$ cat src/rtl/rank_filter.sv
`default_nettype none
// ============================================================================
// Module      : rank_filter
// Description : Rank-order filter. Collects a block of W samples, sorts them
//               in place with an odd-even transposition network (one phase
//               per clock) and outputs the sample at a run-time selectable
//               rank (0 = min, W/2 = median, W-1 = max).
// Revision    : 1.0 - initial release
// ============================================================================
module rank_filter #(
    parameter int N      = 8,
    parameter int W      = 9,
    parameter bit SIGNED = 1'b0,
    localparam int RW    = $clog2(W)
) (
    input  logic          CLK,
    input  logic          RST,
    input  logic [N-1:0]  DI,
    input  logic          DSI,
    input  logic [RW-1:0] RSEL,
    output logic [N-1:0]  DO,
    output logic          DSO,
    output logic          READY,
    output logic          OVF
);

    // Highest sample index; also the last sort phase and the rank clamp value.
    localparam logic [RW-1:0] c_last = RW'(W - 1);

    typedef enum logic [1:0] {
        ST_LOAD = 2'd0,
        ST_SORT = 2'd1,
        ST_OUT  = 2'd2
    } state_t;

    state_t          state_q, state_d;
    logic [RW-1:0]   cnt_q,   cnt_d;
    logic [RW-1:0]   phase_q, phase_d;
    logic [RW-1:0]   rsel_q,  rsel_d;
    logic [N-1:0]    smp_q [W];
    logic [N-1:0]    smp_d [W];
    logic [N-1:0]    smp_sorted [W];
    logic [N-1:0]    do_q,    do_d;
    logic            dso_q,   dso_d;
    logic            ovf_q,   ovf_d;

    // w_gt[i] is set when element i is greater than element i+1 and must swap.
    logic [W-2:0]    w_gt;

    for (genvar gi = 0; gi < W - 1; gi++) begin : g_cmp
        if (SIGNED) begin : g_signed
            assign w_gt[gi] = $signed(smp_q[gi]) > $signed(smp_q[gi+1]);
        end else begin : g_unsigned
            assign w_gt[gi] = smp_q[gi] > smp_q[gi+1];
        end
    end

    // One transposition phase: even phases pair (0,1),(2,3)..; odd phases
    // pair (1,2),(3,4)... Pairs within a phase never overlap, so every swap
    // reads only current-state values.
    always_comb begin
        smp_sorted = smp_q;
        for (int i = 0; i < W - 1; i++) begin
            if ((i[0] == phase_q[0]) && w_gt[i]) begin
                smp_sorted[i]     = smp_q[i+1];
                smp_sorted[i+1]   = smp_q[i];
            end
        end
    end

    // Next-state logic for the load / sort / output sequence.
    always_comb begin
        state_d = state_q;
        cnt_d   = cnt_q;
        phase_d = phase_q;
        rsel_d  = rsel_q;
        smp_d   = smp_q;
        do_d    = do_q;
        dso_d   = 1'b0;
        ovf_d   = 1'b0;

        case (state_q)
            ST_LOAD: begin
                if (DSI) begin
                    smp_d[cnt_q] = DI;
                    if (cnt_q == c_last) begin
                        cnt_d   = '0;
                        phase_d = '0;
                        rsel_d  = (RSEL > c_last) ? c_last : RSEL;
                        state_d = ST_SORT;
                    end else begin
                        cnt_d   = cnt_q + 1'b1;
                    end
                end
            end
            ST_SORT: begin
                smp_d   = smp_sorted;
                phase_d = phase_q + 1'b1;
                if (phase_q == c_last) begin
                    state_d = ST_OUT;
                end
            end
            ST_OUT: begin
                do_d    = smp_q[rsel_q];
                dso_d   = 1'b1;
                state_d = ST_LOAD;
            end
            default: begin
                state_d = ST_LOAD;
            end
        endcase

        // Samples offered while busy are discarded and flagged for one cycle.
        if (DSI && (state_q != ST_LOAD)) begin
            ovf_d = 1'b1;
        end
    end

    // Control and output registers with synchronous reset.
    always_ff @(posedge CLK) begin
        if (RST) begin
            state_q <= ST_LOAD;
            cnt_q   <= '0;
            phase_q <= '0;
            rsel_q  <= '0;
            do_q    <= '0;
            dso_q   <= 1'b0;
            ovf_q   <= 1'b0;
        end else begin
            state_q <= state_d;
            cnt_q   <= cnt_d;
            phase_q <= phase_d;
            rsel_q  <= rsel_d;
            do_q    <= do_d;
            dso_q   <= dso_d;
            ovf_q   <= ovf_d;
        end
    end

    // Sample buffer; contents after reset are irrelevant since a block is
    // always fully reloaded before it is sorted.
    always_ff @(posedge CLK) begin
        smp_q <= smp_d;
    end

    assign DO    = do_q;
    assign DSO   = dso_q;
    assign OVF   = ovf_q;
    assign READY = (state_q == ST_LOAD);

endmodule
`default_nettype wire

$ cat config.mk
export PLATFORM = sky130hd
export DESIGN_NAME = rank_filter
export DESIGN_NICKNAME = d
export VERILOG_FILES = /design/src/rtl/rank_filter.sv
export SDC_FILE = /design/constraint.sdc
export NUM_CORES = 1
export LEC_CHECK = 0
export CORE_ASPECT_RATIO = 0.5
export CORE_MARGIN = 3
export CORE_UTILIZATION = 65
export CTS_BUF_LIST = sky130_fd_sc_hd__clkbuf_16
export DETAILED_ROUTE_END_ITERATION = 10
export PLACE_DENSITY = 0.84
export SYNTH_ARGS = -nofsm -noshare
export SYNTH_HDL_FRONTEND = slang
export SYNTH_SLANG_ARGS = --single-unit
export TNS_END_PERCENT = 5
$ cat constraint.sdc
create_clock -name CLK -period 8.56 [get_ports CLK]
set_clock_uncertainty 0.15 [all_clocks]
set_input_delay 2.14 -clock CLK [delete_from_list [all_inputs] [get_ports CLK]]
set_output_delay 2.14 -clock CLK [all_outputs]
set_load 0.02 [all_outputs]
======== Word-level counts from Yosys, hierarchy flattened ========
Cells that the tools add are included.
word-level totals
  output and inout bits ................... 11
  word-level logic and storage cells ...... 102
  register bits ........................... 96
  bits of input ports ..................... 15
operators by class
  equality and inequality tests ........... 16
  bitwise logic cells ..................... 3
  order comparisons ....................... 12
  reductions and logical operators ........ 26
  $add $sub $neg .......................... 2
  multiplexer cells ....................... 27
operator list
  kind                                                         count
  case mux 72 bit (2 select lines)                             1
  two-way mux 16 bit                                           8
  bitwise mux 72 bit                                           1
  two-way mux 72 bit                                           1
  greater-than comparator 8 bit                                8
  AND reduction 3 bit                                          12
  binary-select mux 8 bit (select 4 bit)                       1
  demux 8 bit (select 4 bit)                                   1
  two-way mux 8 bit                                            3
  inequality test 3 bit (second input constant)                7
  two-way mux 4 bit                                            4
  >= comparator 5 bit (second input constant)                  2
  logical AND 1 bit                                            10
  inverter 4 -> 5 bit                                          2
  adder 4 x 1 -> 4 bit (second input constant)                 2
  equality test 4 bit (second input constant)                  2
  inequality test 2 bit (second input constant)                4
  case mux 4 bit (2 select lines)                              1
  two-way mux 2 bit                                            3
  less-than comparator 5 x 1 -> 1 bit (second input constant)  1
  greater-than comparator 4 bit (second input constant)        1
  case mux 2 bit (2 select lines)                              1
  nonzero test 2 bit                                           2
  equality test 2 x 1 -> 1 bit (second input constant)         1
  6 further kinds                                              7

======== Depth between registers and ports, before layout ========
  depth after elaboration ................. 11
  depth in mapped cells ................... 9
  depth with buffers taken out ............ 8

======== Worst setup path after synthesis ========
No wires, ideal clock.
  path type ............................... input -> register
  from .................................... input port DSI
  to ...................................... register smp_q[24] in the netlist's numbering (enable)
  library setup time ...................... 0.389 ns
  setup slack ............................. 4.767 ns
  stages on the path ...................... 3
  data required time ...................... 8.021 ns
  arrival time ............................ 3.254 ns
  buffers on the path ..................... 1
  cell sequence ........................... clkbuf_1 -> a31oi_1 -> a311oi_1
between the ends
  word-level cells in the longest chain between the ends .. 2
ends and longest elaborated chain
  what                             RTL line  text
  start: declaration               19        input logic DSI,
  inequality test 2 bit (no line)  n/a
  AND reduction 3 bit (no line)    n/a
  end signal: assignment           143       smp_q <= smp_d;
  end: declaration                 40        logic [N-1:0] smp_q [W];
No other way between the ends.
A chain may end at the register's enable or synchronous reset.

======== Final worst setup path ========
  from .................................... input port DSI
  to ...................................... register smp_q[27] in the netlist's numbering (enable)
Same word-level chain as after synthesis.

==> summary.md <==
| Metric | Value |
|---|---|
| Min Hold Slack | roughly 370 ps |
| Core Area | 0.00967 mm² |
| Fin area | slightly above 0.007 mm² |
| Post-DP Area | 0.00692 mm² |
| Max Buffers Root-to-Sink | 2 |
| Die area | ~0.012 mm² |
| Max H-tree Level | 3 |
| Total Wirelength | 19600 µm |
| Final non-filler cell total | 803 |
| Max VDD drop | a little over 0.1 mV |
| # diodes | 0 |
| DRC viols | 0 |
| Cts hold-fix bufs | 0 |
| Final setup violation count | 0 |
| Setup bufs post-CTS | 0 |
| Vias in the first global route | 5509 |
| DP Wirelength | 14100 µm |
| Multi-input combinational cell area | ~0.0036 mm² |
| Initial Util | between 60% and 70% |
| Die span in x | 149 µm |
| Crit share post-route | around half |
| DP Cell Count | 786 |
| Num CTS Buffers | 9 |
| Register area share after synthesis | 39.9% |
| Avg Synthesized Cell Area | 10.2 µm² |
| Asr flop ratio synth | 0% |
| Count of port buffers added during placement | 25 |
| Least-Margin Pin Slew | 1260 ps |
| CP Class | in2reg |
| DRT iter0 DRCs | around 1000 |
| Final hold vios | 0 |
| Syn Inst Count | 650 |
| Row count | 25 |
| Share of cells above drive strength 1 | 6.74% |
| Dpl ws | 3850 ps |
| Layout filler cell count | 670 |
| Main synth FF type | edfxtp_1 |
| Critical-path maximum fanout | 12 |
| Pwr Density | 137 mW/mm² |
| Pleak | approximately 2.8 nW |
| Class of the worst hold path | reg2reg |
| Total Routing Usage GR | 34.7% |
| Area occupied by registers | around 0.0026 mm² |
| Root buffer cell | clkbuf_16 |
| Worst EP required | between 8000 and 9000 ps |
| Cts repair resizes | 0 |
| Initial antenna violation count | 1 |
| Vias per cell | just over 7 |
| Number of synthesized flops with an enable pin | 72 |
| Final Net Count | 748 |
| Data arrival time of the worst path | 4110 ps |
| Netlist cell types | 52 |
| Area Overhead vs Synth | 8.67% |
| Status | finished clean |
| CTS tree | yes |
| Post-Syn Nets | 735 |
| Total grt overflow | 0 |
| CP Launch Type | primary input |
| Die Height | between 70 and 80 µm |
| Num ports | 26 |
| RSZ-0062 raised after global routing | false |
| Final worst slack | 4270 ps |
| First-pass GRT wire length | 30500 µm |
| Setup TNS | 0 ps |
| Crit. End Element | register |
| YS warnings | 0 |
| FMAX | 233 MHz |
| Largest net degree at the start of global routing | 29 |
| Clock latency on the worst-skew pair | 360 ps |
| Wire per inst | 24.4 µm |
| Relative slew slack | 15.6% |
| TritonRoute pass-1 iters | 9 |
| Mapped cell area | approximately 0.0066 mm² |
| Crit path time final | roughly 4300 ps |
| Clk sink count | 96 |
| Worst-path clk slew | 70 ps |
| Max Cap Viol | 0 |
| DRT antenna net count | 0 |
| Yosys reg bits | 96 |
| Placer Congestion | 0.968 |
| Max-slew violation count | 0 |
| Via count | 5756 |
==> registers in the layout, summed over array words and instances, names as in the netlist <==
register  count
DO            8
DSO           1
OVF           1
cnt_q         4
phase_q       4
rsel_q        4
smp_q        72
state_q       2
==> where the power goes <==
group / switching (mW) / internal [mW] / leakage (nW)
logic: 0.0529 / 0.0319 / 1.74
registers: 0.00992 / 0.507 / 0.934
clock network: 0.186 / 0.199 / 0.138
total: 0.249 / 0.738 / 2.81
==> per-layer routing <==
metal  up-vias  wire length [µm]  track usage, %  share of wire (%)
li1       2498                 -               -                  -
met4         2               745            11.8                3.8
met3        95              2960            11.8                 15
met1      2686              7470            47.5                 38
met2       475              8380            52.1                 43
met5         -                15               0              0.077
==> final cells by class <==
type                       count  area share, %
multi-input combinational    454           49.4
sequential                    96           36.7
timing repair buffer          29           3.86
inverter                      73           3.81
clock buffer                   9           3.13
tap                          135           2.35
clock inverter                 7          0.713
==> layout by cell type (no fill, tap or decap), types with 2 or more instances in the layout <==
| master | count |
|---|---|
| clkinv_2 | 3 |
| mux4_1 | 4 |
| nand3_1 | 2 |
| clkdlybuf4s50_1 | 25 |
| ha_1 | 70 |
| nor2_1 | 79 |
| nor3_2 | 5 |
| mux2i_1 | 17 |
| a31oi_1 | 8 |
| a21o_1 | 2 |
| o211ai_1 | 3 |
| buf_4 | 3 |
| nor3b_1 | 5 |
| nor2b_1 | 4 |
| a221o_1 | 49 |
| xor2_1 | 3 |
| inv_1 | 72 |
| or3_1 | 2 |
| a41oi_1 | 2 |
| nand4_1 | 14 |
| a211oi_1 | 6 |
| o21a_1 | 2 |
| inv_6 | 2 |
| xnor2_1 | 2 |
| nor3_1 | 4 |
| clkbuf_16 | 9 |
| o22ai_1 | 19 |
| o2bb2ai_1 | 9 |
| o21ai_0 | 30 |
| edfxtp_1 | 72 |
| dfxtp_1 | 24 |
| nand2_1 | 35 |
| mux4_2 | 12 |
| a21oi_1 | 45 |
| nand2b_1 | 6 |
==> stage by stage <==
| stage | util [%] | power, mW |
|---|---|---|
| after floorplan | - | 0.573 |
| after global placement | 71.5 | 0.602 |
| after detailed placement | 71.5 | 0.606 |
| after CTS | 74.4 | 0.979 |
| after global routing | 74.5 | 1.01 |
| final | 74.5 | 0.987 |
==> critical path, stage by stage <==
cell             delay [ps]
clkdlybuf4s50_1         800
a31oi_1                 150
a311oi_1               1020
==> cells in the mapped netlist, drive strengths merged, types with 2 or more instances <==
cell type,count,share of area (%)
nand2,36,2.1
mux2i,17,2.6
a41oi,2,0.26
nor3,9,1.1
o2bb2ai,9,1.2
a31oi,8,0.76
o22ai,19,1.8
a21o,2,0.23
buf,17,1.5
xnor2,2,0.26
o21ai,30,2.3
nor2,79,4.5
mux4,16,5.7
dfxtp,24,7.3
a211oi,6,0.68
nor2b,5,0.59
nand4,14,1.3
a221o,49,7.4
ha,70,13
a21oi,46,3.5
o211ai,4,0.53
o21a,2,0.23
nand3,2,0.15
or3,2,0.19
xor2,3,0.40
clkbuf,10,0.72
nor3b,5,0.57
inv,73,4.1
edfxtp,72,33
nand2b,6,0.57
==> kinds of logic after synthesis <==
family | Yosys count | synth area share (%)
AOI/OAI and AO/OA | 182 | 19.8
and+or+nand+nor | 164 | 11.8
buffers and inverters | 100 | 6.39
DFF | 96 | 39.9
adders and majority gates | 70 | 13.2
muxes | 33 | 8.24
xor gates and xnor gates | 5 | 0.661
==> worst paths after layout <==
kind / start / end / slack, ps / cells past startpoint
max: DSI / smp_q[27] / 4270 / 3
min: DO[4] / DO[4] / 370 / 2
max reg2reg: smp_q[23] / smp_q[27] / 5220 / 7
min reg2reg: DO[4] / DO[4] / 370 / 2
No activity file was read; power rests on OpenSTA's default activity.
==> edit 1 (config.mk and constraints unchanged) <==
The parameter `W` goes from 9 to 11.
--- a/src/rtl/rank_filter.sv
+++ b/src/rtl/rank_filter.sv
@@ -11,3 +11,3 @@
     parameter int N      = 8,
-    parameter int W      = 9,
+    parameter int W      = 11,
     parameter bit SIGNED = 1'b0,
Behaviour: not the same (a bounded check fails within 10 cycles, from zero or initial values and one cycle with RST high).
==> edit 1 against the unedited design <==
Design area increased by 20%. Sequential cell count increased by 16. Via count increased by 20%. Combinational power decreased by 10%. Routed wire length increased by 19%. Clock power increased by 7.8%. Setup slack got worse by 0.065 ns. Power increased by 11%. Synthesized area increased by 23%. Sequential share of layout area decreased by 0.64 points. Critical path type unchanged.
==> edit 1: results (changes against the unedited design) <==
final_layout:
  instances_no_fill: 990  # +23%
  nNonClkInverters: 88  # +21%
  nFillCells: 856  # +28%
  drive_above_1_share: 0.07758  # +0.01021
  multi_input_area_share: 0.5099  # +0.01564
  num-nets-final: 917  # +23%
  nonClkBufAreaFrac: 0.03411  # -0.004486
  largest_reg_flops: 88  # +22%
  seqCellArea_sq_um: 3123  # +18%
  multi_input_cells: 578  # +27%
placement:
  dpl-instance-area_sq_um: 8369  # +21%
  dp_cells: 974  # +24%
  post-place-ws_ns: 3.894  # +0.04497 ns
sta:
  holdWs_ns: 0.3616  # -0.008173 ns
  fmax_ghz: 0.2297  # -1.5%
grt:
  grt_pass1_vias: 6553  # +19%
  grt_pass1_wl_um: 36200  # +19%
  antenna_found_initial: 0  # -1
run_status:
  outcome: "finished clean"
setup_path:
  reg2reg_depth: 8  # +1
  worstReg2RegEnd: "smp_q[20]"
  regToRegStartpoint: "smp_q[9]"
detailed_routing:
  vias_per_cell: 6.970  # -2.8%
  detail_route.iter0.violations: 832  # -18%
synth:
  synth_edf_count: 88  # +22%
  yosys-top-cells-count: "112 x nor2_1, 88 x edfxtp_1, 88 x inv_1"
power_and_ir_drop:
  p_leak_uw: 0.003661  # +30%
die:
  core_area_sq_um: 12020  # +24%
min_path:
  whs_endpoint: "DO[5]"
## edit 1: per-layer routing
layer | vias to the layer above | global-route usage | wire [um]
met5 | - | 0 | 0
met4 | 0 | 0.1151 | 715
met3 | 75 | 0.1092 | 3314
met2 | 492 | 0.5162 | 10130
met1 | 3242 | 0.4727 | 9103
li1 | 3091 | - | -
## edit 1: kinds of logic after synthesis
group           count (synthesis)  synth area share
xor+xnor                        3          0.003238
buf+inv                       134           0.07137
mux                            32           0.06413
flops                         112            0.3848
compound gates                232            0.2140
simple gates                  229            0.1361
fa+ha+maj                      82            0.1264
## edit 1: power by group
part | switching (uW) | leakage [uW] | internal (uW)
Clock | 191 | 0.000142 | 225
Combinational | 46.8 | 0.00262 | 29.2
Sequential | 10.9 | 0.000897 | 589
Total | 249 | 0.00366 | 843
## edit 1: worst max-delay path, cell delays in order
cell and delay (ns):
clkdlybuf4s50_1 0.81, nand2_1 0.37, o21ai_0 0.86
==> edit 2 (same flow settings) <==
Made on the original files. Reset style: asynchronous (`RST`), changed in one clocked block. Comments in the files are not updated.
--- a/src/rtl/rank_filter.sv
+++ b/src/rtl/rank_filter.sv
@@ -119,3 +119,3 @@
     // Control and output registers with synchronous reset.
-    always_ff @(posedge CLK) begin
+    always_ff @(posedge CLK or posedge RST) begin
         if (RST) begin
Behaviour: differs if RST is asserted again (counterexample within 10 cycles, from zero or initial values and one cycle with RST high); with RST held inactive, the same outputs for 10 cycles.
==> edit 2 against the unedited design <==
Core utilization increased by 0.63 points. Critical path depth unchanged. Via count decreased by 4.8%. Global-route usage decreased by 3.1 points. Routed wire length decreased by 9.5%. Setup slack improved by 0.23 ns. Design area increased by 1.5%. Synthesized cell count increased by 0.46%. Synthesized area increased by 1.3%. Cell count decreased by 0.50%. Register-to-register slack got worse by 0.35 ns. Sequential cell count unchanged.
Power is not compared: it rests on default switching activity, and its combinational part moved more than twofold at a synthesized area within 25%.
==> edit 2: results (changes against the unedited design) <==
detailed_routing:
  dr_total_vias: 5477  # -4.8%
  drt-wirelength-per-cell_um: 22.18  # -9.0%
  first_pass_iters: 7  # -2
  detail_route.iter0.violations: 940  # -7.3%
setup_path:
  arrival_ns: 3.86  # -0.25 ns
  startpoint: "DSI"
  critPathMaxFanout: 8  # -4
  max_stage_delay_ns: 1.02  # about the same
  regToRegStartpoint: "state_q[0]"
sta:
  worst_slew_pin_slew_ns: 1.277  # +0.01891 ns
  setup_viol: 0  # unchanged
clock_network:
  cts_made_buffers: 9  # unchanged
  cts_resized: 0  # unchanged
  postCtsSetupRepairBufs: 0  # unchanged
  insertion_delay_ns: 0.34  # -0.02 ns
  htree_levels: 3  # unchanged
synth:
  synth_top_family_by_area: "compound AO/OA/AOI/OAI gates"
  seq_area_frac_synth: 0.4119  # +0.01285
  muxShareOfSynthArea: 0.06883  # -0.01354
  yosys-top-cells-count: "82 x nor2_1, 72 x edfxtp_1, 70 x ha_1"
  async_reset_ff_frac: 0.2500  # +0.2500
  synth-xor-area-share: 0  # -0.006613
  ys_types: 45  # -13%
  synth_compound_area_frac: 0.1947  # -0.003446
  synth_fa_ha_area_frac: 0.1306  # -0.001677
  syn_nets: 738  # +0.41%
  ys_top_cells_by_area: "edfxtp_1 32%, ha_1 13%, dfrtp_1 9.0%"
grt:
  grt_pass1_vias: 5211  # -5.4%
  grt_pass1_wl_um: 27900  # -8.4%
  grt_max_degree: 25  # -14%
  use_met3: 0.07760  # -0.04084
  globalRouteTotalUtil: 0.3159  # -0.03083
  grt.met1_usage: 0.4536  # -0.02095
  grt_use_met2: 0.4730  # -0.04808
  antenna_found_initial: 0  # -1
final_layout:
  nFillCells: 632  # -5.7%
  n_antenna_cell: 0  # unchanged
  largest_reg_flops: 72  # unchanged
  top_register: "smp_q"
  drive_above_1_share: 0.06024  # -0.007124
power_and_ir_drop:
  p_leak_uw: 0.002983
  irDropWorstVdd_v: 0.0001955
  finalPower_uw: 2381
placement:
  dp_hpwl_um: 12980  # -7.8%
  place.gp.congestion: 0.9335  # -3.5%
  port_buffers: 25  # unchanged
  post-place-ws_ns: 4.249  # +0.4006 ns
run_status:
  outcome: "finished clean"
min_path:
  hp-start: "DO[1]"
==> edit 2: cells by family after synthesis <==
family	after synthesis
AND/OR/NAND/NOR	185
AO/OA/AOI/OAI	177
buffers and inverters	99
flip-flops	96
adder cells (fa/ha/maj)	70
multiplexers	26
==> edit 2: cell type report <==
class	count	area [sq um]	share of cell area
clock buffer	9	225.2	0.03083
tap	135	168.9	0.02312
inverter	69	259.0	0.03546
timing repair buffer	25	250.2	0.03426
multi-input combinational	458	3518	0.4817
clock inverter	7	120.1	0.01644
sequential	96	2763	0.3782
==> edit 2: layer usage <==
| metal | wire length (um) | part of all wire |
|---|---|---|
| met3 | 2567 | 0.14 |
| met4 | 573 | 0.032 |
| met1 | 6950 | 0.39 |
| met2 | 7626 | 0.43 |
| met5 | 0 | 0 |
==> edit 2: through the flow <==
| step | utilization | std cells | cell area [sq um] | hold WS (ns) |
|---|---|---|---|---|
| 6_report | 0.7509 | 799 | 7305 | 0.3827 |
| 5_1_grt | 0.7509 | 799 | 7305 | 0.3964 |
| 3_3_place_gp | 0.7154 | 783 | 6959 | 0.3634 |
| 4_1_cts | 0.7509 | 799 | 7305 | 0.3877 |
| 2_1_floorplan | - | 653 | 6708 | 0.3582 |
| 3_5_place_dp | 0.7154 | 783 | 6959 | 0.3709 |
==> edit 2: path summary, 6_finish.rpt <==
path / end / slack [ns] / cells after the start
hold / removal: DO[1] / 0.38 / 2
setup / recovery: smp_q[62] / 4.50 / 3
setup reg to reg: smp_q[26] / 4.87 / 5
max in group asynchronous: cnt_q[3] / 5.53 / 2
min in group asynchronous: phase_q[1] / 2.16 / 2
hold reg to reg: DO[1] / 0.38 / 2
==> edit 2: critical path, delay by kind of cell <==
family	cells	cell delay, ns
buffers and inverters	1	0.56
AOI/OAI and AO/OA	2	1.15
